File: src/rtl/bcd_multidigit_adder_if.sv
// bcd_multidigit_adder_if: operand/result bundle between a requester and the digit-serial BCD adder
interface bcd_multidigit_adder_if #(parameter int DIGITS = 4);
  logic start, cin, sub, busy, done, cout, err;
  logic [4*DIGITS-1:0] a, b, sum;
  modport master(output start, a, b, cin, sub, input busy, done, sum, cout, err);
  modport slave(input start, a, b, cin, sub, output busy, done, sum, cout, err);
endinterface

File: src/rtl/bcd_multidigit_adder.sv
// bcd_multidigit_adder: digit-serial packed-BCD adder/subtractor, one digit per clock
module bcd_multidigit_adder #(parameter int DIGITS = 4) (
  input logic clk,
  input logic rst,
  bcd_multidigit_adder_if.slave bus
);
  localparam int W = 4 * DIGITS;
  localparam logic [4:0] LAST = 5'(DIGITS - 1);
  typedef enum logic {IDLE, BUSY} state_t;
  state_t state_q, state_d;
  logic [W-1:0] a_q, b_q, sum_q;
  logic [4:0] idx_q, t;
  logic [3:0] ad, bd, bp, dig;
  logic sub_q, c_q, done_q, cout_q, err_q, err_in, c_d, accept, last;
  // any operand digit above 9 is flagged at the accepting edge
  always_comb begin
    err_in = 1'b0;
    for (int i = 0; i < DIGITS; i++) err_in = err_in | (bus.a[4*i +: 4] > 4'd9) | (bus.b[4*i +: 4] > 4'd9);
  end
  // next state plus the single-digit decimal add for the current index
  always_comb begin
    ad = a_q[4*idx_q +: 4];
    bd = b_q[4*idx_q +: 4];
    bp = sub_q ? 4'd9 - bd : bd;
    t = {1'b0, ad} + {1'b0, bp} + {4'b0, c_q};
    c_d = t > 5'd9;
    dig = c_d ? t[3:0] + 4'd6 : t[3:0];
    accept = state_q == IDLE && bus.start;
    last = state_q == BUSY && idx_q == LAST;
    state_d = accept ? BUSY : last ? IDLE : state_q;
  end
  // state register
  always_ff @(posedge clk or posedge rst)
    if (rst) state_q <= IDLE;
    else state_q <= state_d;
  // operand latch, digit write-back and completion flags
  always_ff @(posedge clk or posedge rst)
    if (rst) begin
      a_q <= '0;
      b_q <= '0;
      sum_q <= '0;
      idx_q <= '0;
      sub_q <= 1'b0;
      c_q <= 1'b0;
      done_q <= 1'b0;
      cout_q <= 1'b0;
      err_q <= 1'b0;
    end else begin
      done_q <= last;
      if (accept) begin
        a_q <= bus.a;
        b_q <= bus.b;
        sub_q <= bus.sub;
        c_q <= bus.cin;
        idx_q <= '0;
        err_q <= err_in;
      end else if (state_q == BUSY) begin
        sum_q[4*idx_q +: 4] <= dig;
        c_q <= c_d;
        idx_q <= idx_q + 5'd1;
        if (last) cout_q <= c_d;
      end
    end
  assign bus.busy = state_q == BUSY;
  assign bus.done = done_q;
  assign bus.sum = sum_q;
  assign bus.cout = cout_q;
  assign bus.err = err_q;
endmodule

File: src/flat_wrapper.sv
// flat-port wrapper written by rule: the top's interface ports become plain ports
module bcd_multidigit_adder_flat 
#(parameter int DIGITS = 4)
  (clk, rst, bus_start, bus_a, bus_b, bus_cin, bus_sub, bus_busy, bus_done, bus_sum, bus_cout, bus_err);
  bcd_multidigit_adder_if #(.DIGITS(DIGITS)) bus_i ();
  input logic clk;
  input logic rst;
  input wire logic [$bits(bus_i.start)-1:0] bus_start;
  input wire logic [$bits(bus_i.a)-1:0] bus_a;
  input wire logic [$bits(bus_i.b)-1:0] bus_b;
  input wire logic [$bits(bus_i.cin)-1:0] bus_cin;
  input wire logic [$bits(bus_i.sub)-1:0] bus_sub;
  output wire logic [$bits(bus_i.busy)-1:0] bus_busy;
  output wire logic [$bits(bus_i.done)-1:0] bus_done;
  output wire logic [$bits(bus_i.sum)-1:0] bus_sum;
  output wire logic [$bits(bus_i.cout)-1:0] bus_cout;
  output wire logic [$bits(bus_i.err)-1:0] bus_err;
  assign bus_i.start = bus_start;
  assign bus_i.a = bus_a;
  assign bus_i.b = bus_b;
  assign bus_i.cin = bus_cin;
  assign bus_i.sub = bus_sub;
  assign bus_busy = bus_i.busy;
  assign bus_done = bus_i.done;
  assign bus_sum = bus_i.sum;
  assign bus_cout = bus_i.cout;
  assign bus_err = bus_i.err;
  bcd_multidigit_adder #(.DIGITS(DIGITS)) u_core (.clk(clk), .rst(rst), .bus(bus_i));
endmodule
File: config.mk
export PLATFORM = sky130hd
export DESIGN_NAME = bcd_multidigit_adder_flat
export DESIGN_NICKNAME = d
export VERILOG_FILES = /design/src/rtl/bcd_multidigit_adder_if.sv /design/src/rtl/bcd_multidigit_adder.sv /design/src/flat_wrapper.sv
export SDC_FILE = /design/constraint.sdc
export NUM_CORES = 1
export LEC_CHECK = 0
export CORE_UTILIZATION = 52
export DETAILED_ROUTE_END_ITERATION = 6
export PLACE_DENSITY = 0.82
export REMOVE_ABC_BUFFERS = 1
export SLEW_MARGIN = 20
export SYNTH_ARGS = -nofsm -noshare
export SYNTH_HDL_FRONTEND = slang
export SYNTH_SLANG_ARGS = --single-unit
File: constraint.sdc
create_clock -name clk -period 4.6 [get_ports clk]
set_input_delay 0.92 -clock clk [delete_from_list [all_inputs] [get_ports clk]]
set_output_delay 0.92 -clock clk [all_outputs]
set_load 0.01 [all_outputs]
==> results of run 1 <==
[metrics by stage]
| stage | instances | setup WS, ns | utilization [%] | instance area, um^2 | hold slack [ns] |
|---|---|---|---|---|---|
| 2_1_floorplan | 234 | 0.792 | - | 2960 | 0.475 |
| 3_3_place_gp | 365 | 0.760 | 65.7 | 3640 | 0.462 |
| 3_5_place_dp | 365 | 0.576 | 65.7 | 3640 | 0.473 |
| 4_1_cts | 381 | 0.572 | 69.8 | 3870 | 0.487 |
| 5_1_grt | 381 | 0.322 | 69.8 | 3870 | 0.519 |
| 6_report | 381 | 0.561 | 69.8 | 3870 | 0.483 |
[power groups by stage]
| stage | Combinational, uW | Sequential (uW) | Clock [uW] |
|---|---|---|---|
| finish | 1810 | 942 | 536 |
| global route | 2000 | 974 | 566 |
| CTS | 1810 | 939 | 543 |
| detailed placement | 1800 | 947 | 0 |
| global placement | 1750 | 937 | 0 |
| floorplan | 1320 | 932 | 0 |
[metal layers]
metal | vias up | wire length [um]
li1 | 998 | -
met1 | 1089 | 2790
met2 | 43 | 3090
met3 | 8 | 206
met4 | 0 | 70
met5 | - | 0
[kinds of logic (layout without fill, tap and decap cells)]
| kind of cell | Yosys count | in the layout |
|---|---|---|
| AND/OR/NAND/NOR | 57 | 57 |
| XOR/XNOR | 8 | 8 |
| AO/OA/AOI/OAI | 33 | 33 |
| flip-flops | 59 | 59 |
| buffers and inverters | 17 | 83 |
| multiplexers | 58 | 58 |
| adder cells (fa/ha/maj) | 11 | 11 |
[layout by cell type, fill, tap and decap left out, types with 4 or more instances in the layout]
cell,instances
clkbuf_8,11
clkdlybuf4s50_1,56
dfrtp_1,59
ha_1,9
inv_1,7
mux2_2,49
mux4_2,6
nand2_1,17
nand2b_1,7
nand3_1,4
nor2_1,11
o21ai_0,16
o31ai_1,5
xor2_1,6
[flip-flops by register name, indices dropped and copies added, names as in the netlist]
signal,flops
u_core.bus.busy,1
u_core.bus.cout,1
u_core.b_q,16
u_core.bus.err,1
u_core.bus.sum,16
u_core.bus.done,1
u_core.c_q,1
u_core.sub_q,1
u_core.a_q,16
u_core.idx_q,5
[worst max-delay path, cell delays in order (launching register included)]
cell	delay, ns
dfrtp_1	0.76
mux2_2	0.40
o21ai_0	0.12
nand2b_1	0.21
ha_1	0.26
nand2_1	0.06
o21ai_0	0.08
ha_1	0.36
xor2_1	0.37
ha_1	0.21
nand2b_1	0.08
and2_4	0.17
or3_4	0.33
a22o_2	0.26
mux2_2	0.26
[worst paths after layout]
path | slack [ns] | start | endpoint | depth (start not counted)
max in group asynchronous | 2.88 | rst | u_core.a_q[6] | 3
min reg2reg | 0.48 | u_core.bus.sum[12] | u_core.bus.sum[12] | 2
max reg2reg | 0.56 | u_core.idx_q[1] | u_core.bus.sum[13] | 14
min in group asynchronous | 1.06 | rst | u_core.b_q[1] | 2
min | 0.48 | u_core.bus.sum[12] | u_core.bus.sum[12] | 2
max | 0.56 | u_core.idx_q[1] | u_core.bus.sum[13] | 14
[cell type report]
| type | instances | area, um^2 | share of cell area, % |
|---|---|---|---|
| Tap cell | 72 | 90.1 | 2.33 |
| Clock inverter | 4 | 72.6 | 1.88 |
| Clock buffer | 12 | 155 | 4.01 |
| Multi-Input combinational cell | 167 | 1460 | 37.7 |
| Inverter | 8 | 31.3 | 0.809 |
| Timing Repair Buffer | 59 | 583 | 15.1 |
| Sequential cell | 59 | 1480 | 38.2 |
==> out/metrics.csv, run 1 <==
stage,metric,value,unit
clocking,Bufs on Longest Clock Path,2,
global_route,vias in the first global route,2178,
drt,via count,2138,
clocking,PostCTS Resize Cnt,0,
placed_design,gpl congestion,0.788,
floorplanning,placeable core region,0.00554,mm^2
sta,Post-Route Skew,0.00482,ns
floorplanning,row count,27,
yosys,Synth async-reset ratio,100,%
yosys,synthesized flop and latch total,59,
global_route,M3 GR Usage,6.28,%
drt,WL/cell,16.2,um
finish,Fillers,417,
run_status,status,finished clean,
clocking,CTS Sinks,59,
global_route,grt peak-use layer,met2,
floorplanning,Die H,78.0,um
clocking,CTS buffer count,9,
yosys,Simple-Gate Fraction of Synth Area,9.99,%
sta,fmax,248,MHz
yosys,ys flop type,dfrtp_1,
hold_path,HP Class,reg -> reg,
sta,setup TNS,0,ns
floorplanning,area of the die,0.00609,mm^2
drt,Post-Route WL,6160,um
setup_path,CP Class,reg -> reg,
sta,Worst Tran Pin Value,0.888,ns
yosys,Synth Warn #,0,
yosys,mux contribution to synthesized area,23.8,%
global_route,GR Util met2,37.8,%
yosys,mapped cell area,0.00301,mm^2
power_and_ir_drop,Clock power frac,16.3,%
power_and_ir_drop,leakage power,0.00166,uW
finish,fin nets,352,
drt,Final ANT Viol Nets,0,
yosys,post-synthesis cell count,243,
power_and_ir_drop,maximum vdd ir drop,474,uV
setup_path,"Req. time, crit path",4.83,ns
setup_path,CP arrival,4.26,ns
run,Max Cap Violations,0,
placed_design,Detailed Place HPWL,4520,um
finish,n_diodes,0,
drt,Via density,5.61,
sta,final worst path period share,87.8,%
global_route,largest net degree at the start of global routing,52,
yosys,Mapped Avg Cell Area,12.4,um^2
global_route,GRT met1 Usage,29.5,%
setup_path,maximum fanout along the worst path,15,
clocking,root buffer cell,clkbuf_8,
clocking,Post-CTS Hold Buffers,0,
floorplanning,# IOs,57,
power_and_ir_drop,combinational share of power,55.1,%
yosys,post-synthesis compound-gate area fraction,7.24,%
yosys,largest cells by area after synthesis,"dfrtp_1 (49%), mux2_2 (18%), mux4_2 (4.5%), ha_1 (3.7%), o21ai_0 (2.7%)",
global_route,GRT Util Overall,22.9,%
yosys,commonest cells in the netlist,"dfrtp_1 (59), mux2_2 (49), nand2_1 (17), o21ai_0 (16), nor2_1 (11)",
global_route,first-pass GRT wire length,10500,um
yosys,Yosys top cell area share,49.1,%
floorplanning,die width,78.0,um
floorplanning,Initial Util,54.3,%
clocking,CTS tree,done,
clocking,"Reg clk slew, reported paths",0.07,ns
power_and_ir_drop,Power Internal,2050,uW
power_and_ir_drop,Sw Share,37.8,%
yosys,largest family of logic cells by synthesized area,multiplexers,
sta,Slew Limit Headroom,40.7,%
power_and_ir_drop,sequential power share,28.6,%
yosys,"EDFF count, synth",0,
sta,minimum clock period,4.04,ns
yosys,XOR/XNOR share of the synthesized area,2.33,%
yosys,synth unique cells,38,
global_route,grt total ovfl,0,
yosys,register area share after synthesis,49.1,%
yosys,Adder-Cell Fraction of Synth Area,5.08,%
finish,synth-to-layout area growth,28.7,%
clocking,htree depth,3,
power_and_ir_drop,total power draw,3290,uW
finish,layout cells sized above 1,26.2,%
power_and_ir_drop,PD cells,850,mW/mm^2
yosys,top-count cell post-synth,dfrtp_1,
setup_path,critical path capture point type,register,
sta,final setup fails,0,
drt,DR pass1 iterations,4,
placed_design,I/O Buffers,56,
drt,initial drt markers,138,
power_and_ir_drop,Net Sw Power,1240,uW
global_route,initial antenna violation count,0,
drt,# DRC,0,
setup_path,Startpoint Class,register,
clocking,worst skew pair latency,0.34,ns
yosys,Synth area leader,dfrtp_1,
sta,Final Hold Viols,0,
sta,RSZ-0062 raised after global routing,no,
sta,fin. max-slew vios,0,
clocking,post-CTS setup repair buffer count,0,
Power figures use the tool's default switching activity.
==> inputs of run 2 (changes only) <==
--- a/config.mk
+++ b/config.mk
@@ -5,6 +5,8 @@
 export SDC_FILE = /design/constraint.sdc
 export NUM_CORES = 1
 export LEC_CHECK = 0
+export ABC_CLOCK_PERIOD_IN_PS = 4600
+export CORE_MARGIN = 5
 export CORE_UTILIZATION = 52
 export DETAILED_ROUTE_END_ITERATION = 6
 export PLACE_DENSITY = 0.82
==> run 2 against run 1 <==
Final cell count did not move; hold slack improved by 0.0076 ns; sequential power hardly changed; critical path type unchanged.
==> out/metrics.csv, run 2 (synthesis results as in run 1) <==
stage,metric,value,unit,change
drt,# DRC,0,,unchanged
hold_path,hold endpoint,u_core.bus.sum[0],,
setup_path,R2R depth,14,,unchanged
sta,fmax,249,MHz,+0.61%
setup_path,Startpoint Class,register,,
setup_path,chain of cells forming the critical path,"mux2_2, o21ai_0, nand2b_1, ha_1, nand2_1, o21ai_0, ha_1, xor2_1, ha_1, nand2b_1, and2_4, or3_4, a22o_2, mux2_2",,
power_and_ir_drop,combinational share of power,55.1,%,about the same
finish,most frequent cells in the layout,"dfrtp_1 (59), clkdlybuf4s50_1 (56), mux2_2 (49)",,
placed_design,gpl congestion,0.862,,+9.4%
clocking,post-CTS setup repair buffer count,0,,unchanged
hold_path,min-delay src,u_core.bus.sum[0],,
sta,Slew Limit Headroom,58.0,%,+17 points
power_and_ir_drop,Power Internal,2030,uW,-0.80%
global_route,vias in the first global route,2159,,-0.87%
clocking,CTS tree,done,,
power_and_ir_drop,PD cells,847,mW/mm^2,-0.38%
power_and_ir_drop,Net Sw Power,1240,uW,+0.15%
global_route,grt total ovfl,0,,unchanged
drt,Final ANT Viol Nets,0,,unchanged
placed_design,I/O Buffers,56,,unchanged
sta,minimum clock period,4.01,ns,-0.0246 ns
drt,met3 routed WL,273,um,+33%
power_and_ir_drop,leakage power,0.00166,uW,-0.23%
drt,DR pass1 iterations,7,,+3
clocking,Post-CTS Hold Buffers,0,,unchanged
clocking,worst skew pair latency,0.34,ns,about the same
setup_path,FF-to-FF setup slack,0.59,ns,+0.02 ns
sta,RSZ-0062 raised after global routing,no,,
setup_path,Most Frequent Cell on Critical Path,ha_1,,
sta,Worst Tran Pin Value,0.630,ns,-0.258 ns
run_status,status,finished clean,,
clocking,root buffer cell,clkbuf_8,,
power_and_ir_drop,sequential power share,28.7,%,about the same
setup_path,CP Class,reg -> reg,,
sta,Final Hold Viols,0,,unchanged
setup_path,"Req. time, crit path",4.83,ns,about the same
setup_path,CP arrival,4.24,ns,-0.02 ns
drt,Met1 Wirelength,2800,um,+0.54%
power_and_ir_drop,Sw Share,38.0,%,+0.23 points
setup_path,CP max-delay cell,dfrtp_1,,
finish,layout cells sized above 1,26.5,%,+0.32 points
finish,fin nets,352,,unchanged
clocking,CTS buffer count,9,,unchanged
setup_path,maximum fanout along the worst path,15,,unchanged
run,Max Cap Violations,0,,unchanged
global_route,GRT Util Overall,18.4,%,-4.5 points
setup_path,max incr delay on CP,0.74,ns,-0.02 ns
drt,WL/cell,16.3,um,+0.78%
global_route,largest net degree at the start of global routing,36,,-31%
finish,synth-to-layout area growth,28.6,%,about the same
clocking,"Reg clk slew, reported paths",0.07,ns,about the same
hold_path,hold path depth,2,,unchanged
floorplanning,Initial Util,53.9,%,-0.33 points
drt,Via density,5.45,,-2.9%
drt,via count,2076,,-2.9%
finish,"most common cell after layout, fill and taps aside",dfrtp_1,,
clocking,CTS Sinks,59,,unchanged
finish,n_diodes,0,,unchanged
hold_path,HP Class,reg -> reg,,
floorplanning,row count,27,,unchanged
placed_design,Detailed Place HPWL,4680,um,+3.4%
clocking,PostCTS Resize Cnt,0,,unchanged
floorplanning,# IOs,57,,unchanged
setup_path,worst path bufs/invs,0,,unchanged
drt,initial drt markers,62,,-55%
floorplanning,placeable core region,0.00557,mm^2,+0.61%
drt,max layer used,met4,,
setup_path,reg2reg start,u_core.idx_q[1],,
global_route,initial antenna violation count,0,,unchanged
power_and_ir_drop,Clock power frac,16.2,%,about the same
clocking,Bufs on Longest Clock Path,2,,unchanged
global_route,first-pass GRT wire length,10500,um,about the same
drt,Post-Route WL,6200,um,+0.78%
floorplanning,die width,86.0,um,+10%
setup_path,critical path capture point type,register,,
setup_path,"CP delay by family, top",adder cells,,
sta,setup TNS,0,ns,unchanged
drt,Routed met2 length,2980,um,-3.7%
sta,Post-Route Skew,0.00763,ns,+0.00281 ns
power_and_ir_drop,maximum vdd ir drop,544,uV,+15%
sta,final worst path period share,87.3,%,-0.53 points
finish,Fillers,422,,+1.2%
sta,final setup fails,0,,unchanged
floorplanning,Die H,86.0,um,+10%
setup_path,R2R Path End,u_core.bus.sum[13],,
clocking,htree depth,3,,unchanged
floorplanning,area of the die,0.00740,mm^2,+22%
sta,fin. max-slew vios,0,,unchanged
power_and_ir_drop,total power draw,3280,uW,-0.44%
-- run 2: cell count changes in the layout (fill, tap and decap cells not counted), sizes merged --
| cell | change |
|---|---|
| clkinvlp | +1 |
| inv | +1 |
| clkbuf | -2 |
-- run 2: layout make-up --
| type | count | area (um^2) | share of cell area, % |
|---|---|---|---|
| well taps | 72 | 90.1 | 2.33 |
| repair buffers | 59 | 583 | 15.1 |
| clock inverters | 6 | 88.8 | 2.30 |
| clock buffers | 10 | 138 | 3.56 |
| flip-flops and latches | 59 | 1480 | 38.2 |
| inverters | 8 | 30.0 | 0.777 |
| multi-input cells | 167 | 1460 | 37.8 |
-- run 2: power groups by stage --
stage / logic [uW] / clock network (uW) / registers, uW
floorplan: 1320 / 0 / 932
global placement: 1740 / 0 / 936
detailed placement: 1810 / 0 / 944
CTS: 1820 / 539 / 939
global route: 1990 / 565 / 972
finish: 1810 / 531 / 940
-- run 2: worst register-to-register path, cell delays in order, from the launching register on --
cell and delay [ns]:
dfrtp_1 0.74, mux2_2 0.41, o21ai_0 0.13, nand2b_1 0.20, ha_1 0.25, nand2_1 0.06
o21ai_0 0.08, ha_1 0.37, xor2_1 0.35, ha_1 0.21, nand2b_1 0.07, and2_4 0.16
or3_4 0.33, a22o_2 0.26, mux2_2 0.27
-- run 2: how the worst max path moves through the flow --
stage | to | slack, ns | startpoint | cells past startpoint
4_1_cts | u_core.bus.sum[6] | 0.60 | u_core.idx_q[1] | 14
5_1_grt | u_core.bus.sum[10] | 0.38 | u_core.idx_q[1] | 14
6_report | u_core.bus.sum[13] | 0.59 | u_core.idx_q[1] | 14
3_3_place_gp | u_core.bus.sum[9] | 0.76 | u_core.idx_q[1] | 14
2_1_floorplan | u_core.bus.sum[9] | 0.79 | u_core.idx_q[0] | 12
3_5_place_dp | u_core.bus.sum[13] | 0.62 | u_core.idx_q[1] | 14
-- run 2: metal layers --
| metal | GRT usage [%] | vias to the layer above |
|---|---|---|
| met5 | 0 | - |
| met4 | 8.63 | 0 |
| met3 | 4.90 | 15 |
| met2 | 29.2 | 44 |
| met1 | 23.5 | 1021 |
| li1 | - | 996 |
-- run 2: through the flow --
stage                     hold slack, ns  setup slack [ns]  cell area (um^2)  std cells  util (%)
after floorplan                    0.475             0.792              2960        234         -
after global placement             0.466             0.760              3640        365      65.3
after detailed placement           0.478             0.623              3640        365      65.3
after CTS                          0.493             0.598              3870        381      69.4
after global routing               0.514             0.377              3870        381      69.4
final                              0.491             0.586              3870        381      69.4
==> inputs of run 3 (changes only) <==
--- a/config.mk
+++ b/config.mk
@@ -8,6 +8,7 @@
 export ABC_CLOCK_PERIOD_IN_PS = 4600
 export CORE_MARGIN = 5
 export CORE_UTILIZATION = 52
+export CTS_CLUSTER_SIZE = 20
 export DETAILED_ROUTE_END_ITERATION = 6
 export PLACE_DENSITY = 0.82
 export REMOVE_ABC_BUFFERS = 1
==> results of run 3 <==
The final DEF is identical to that of run 2; final timing and power are the same.
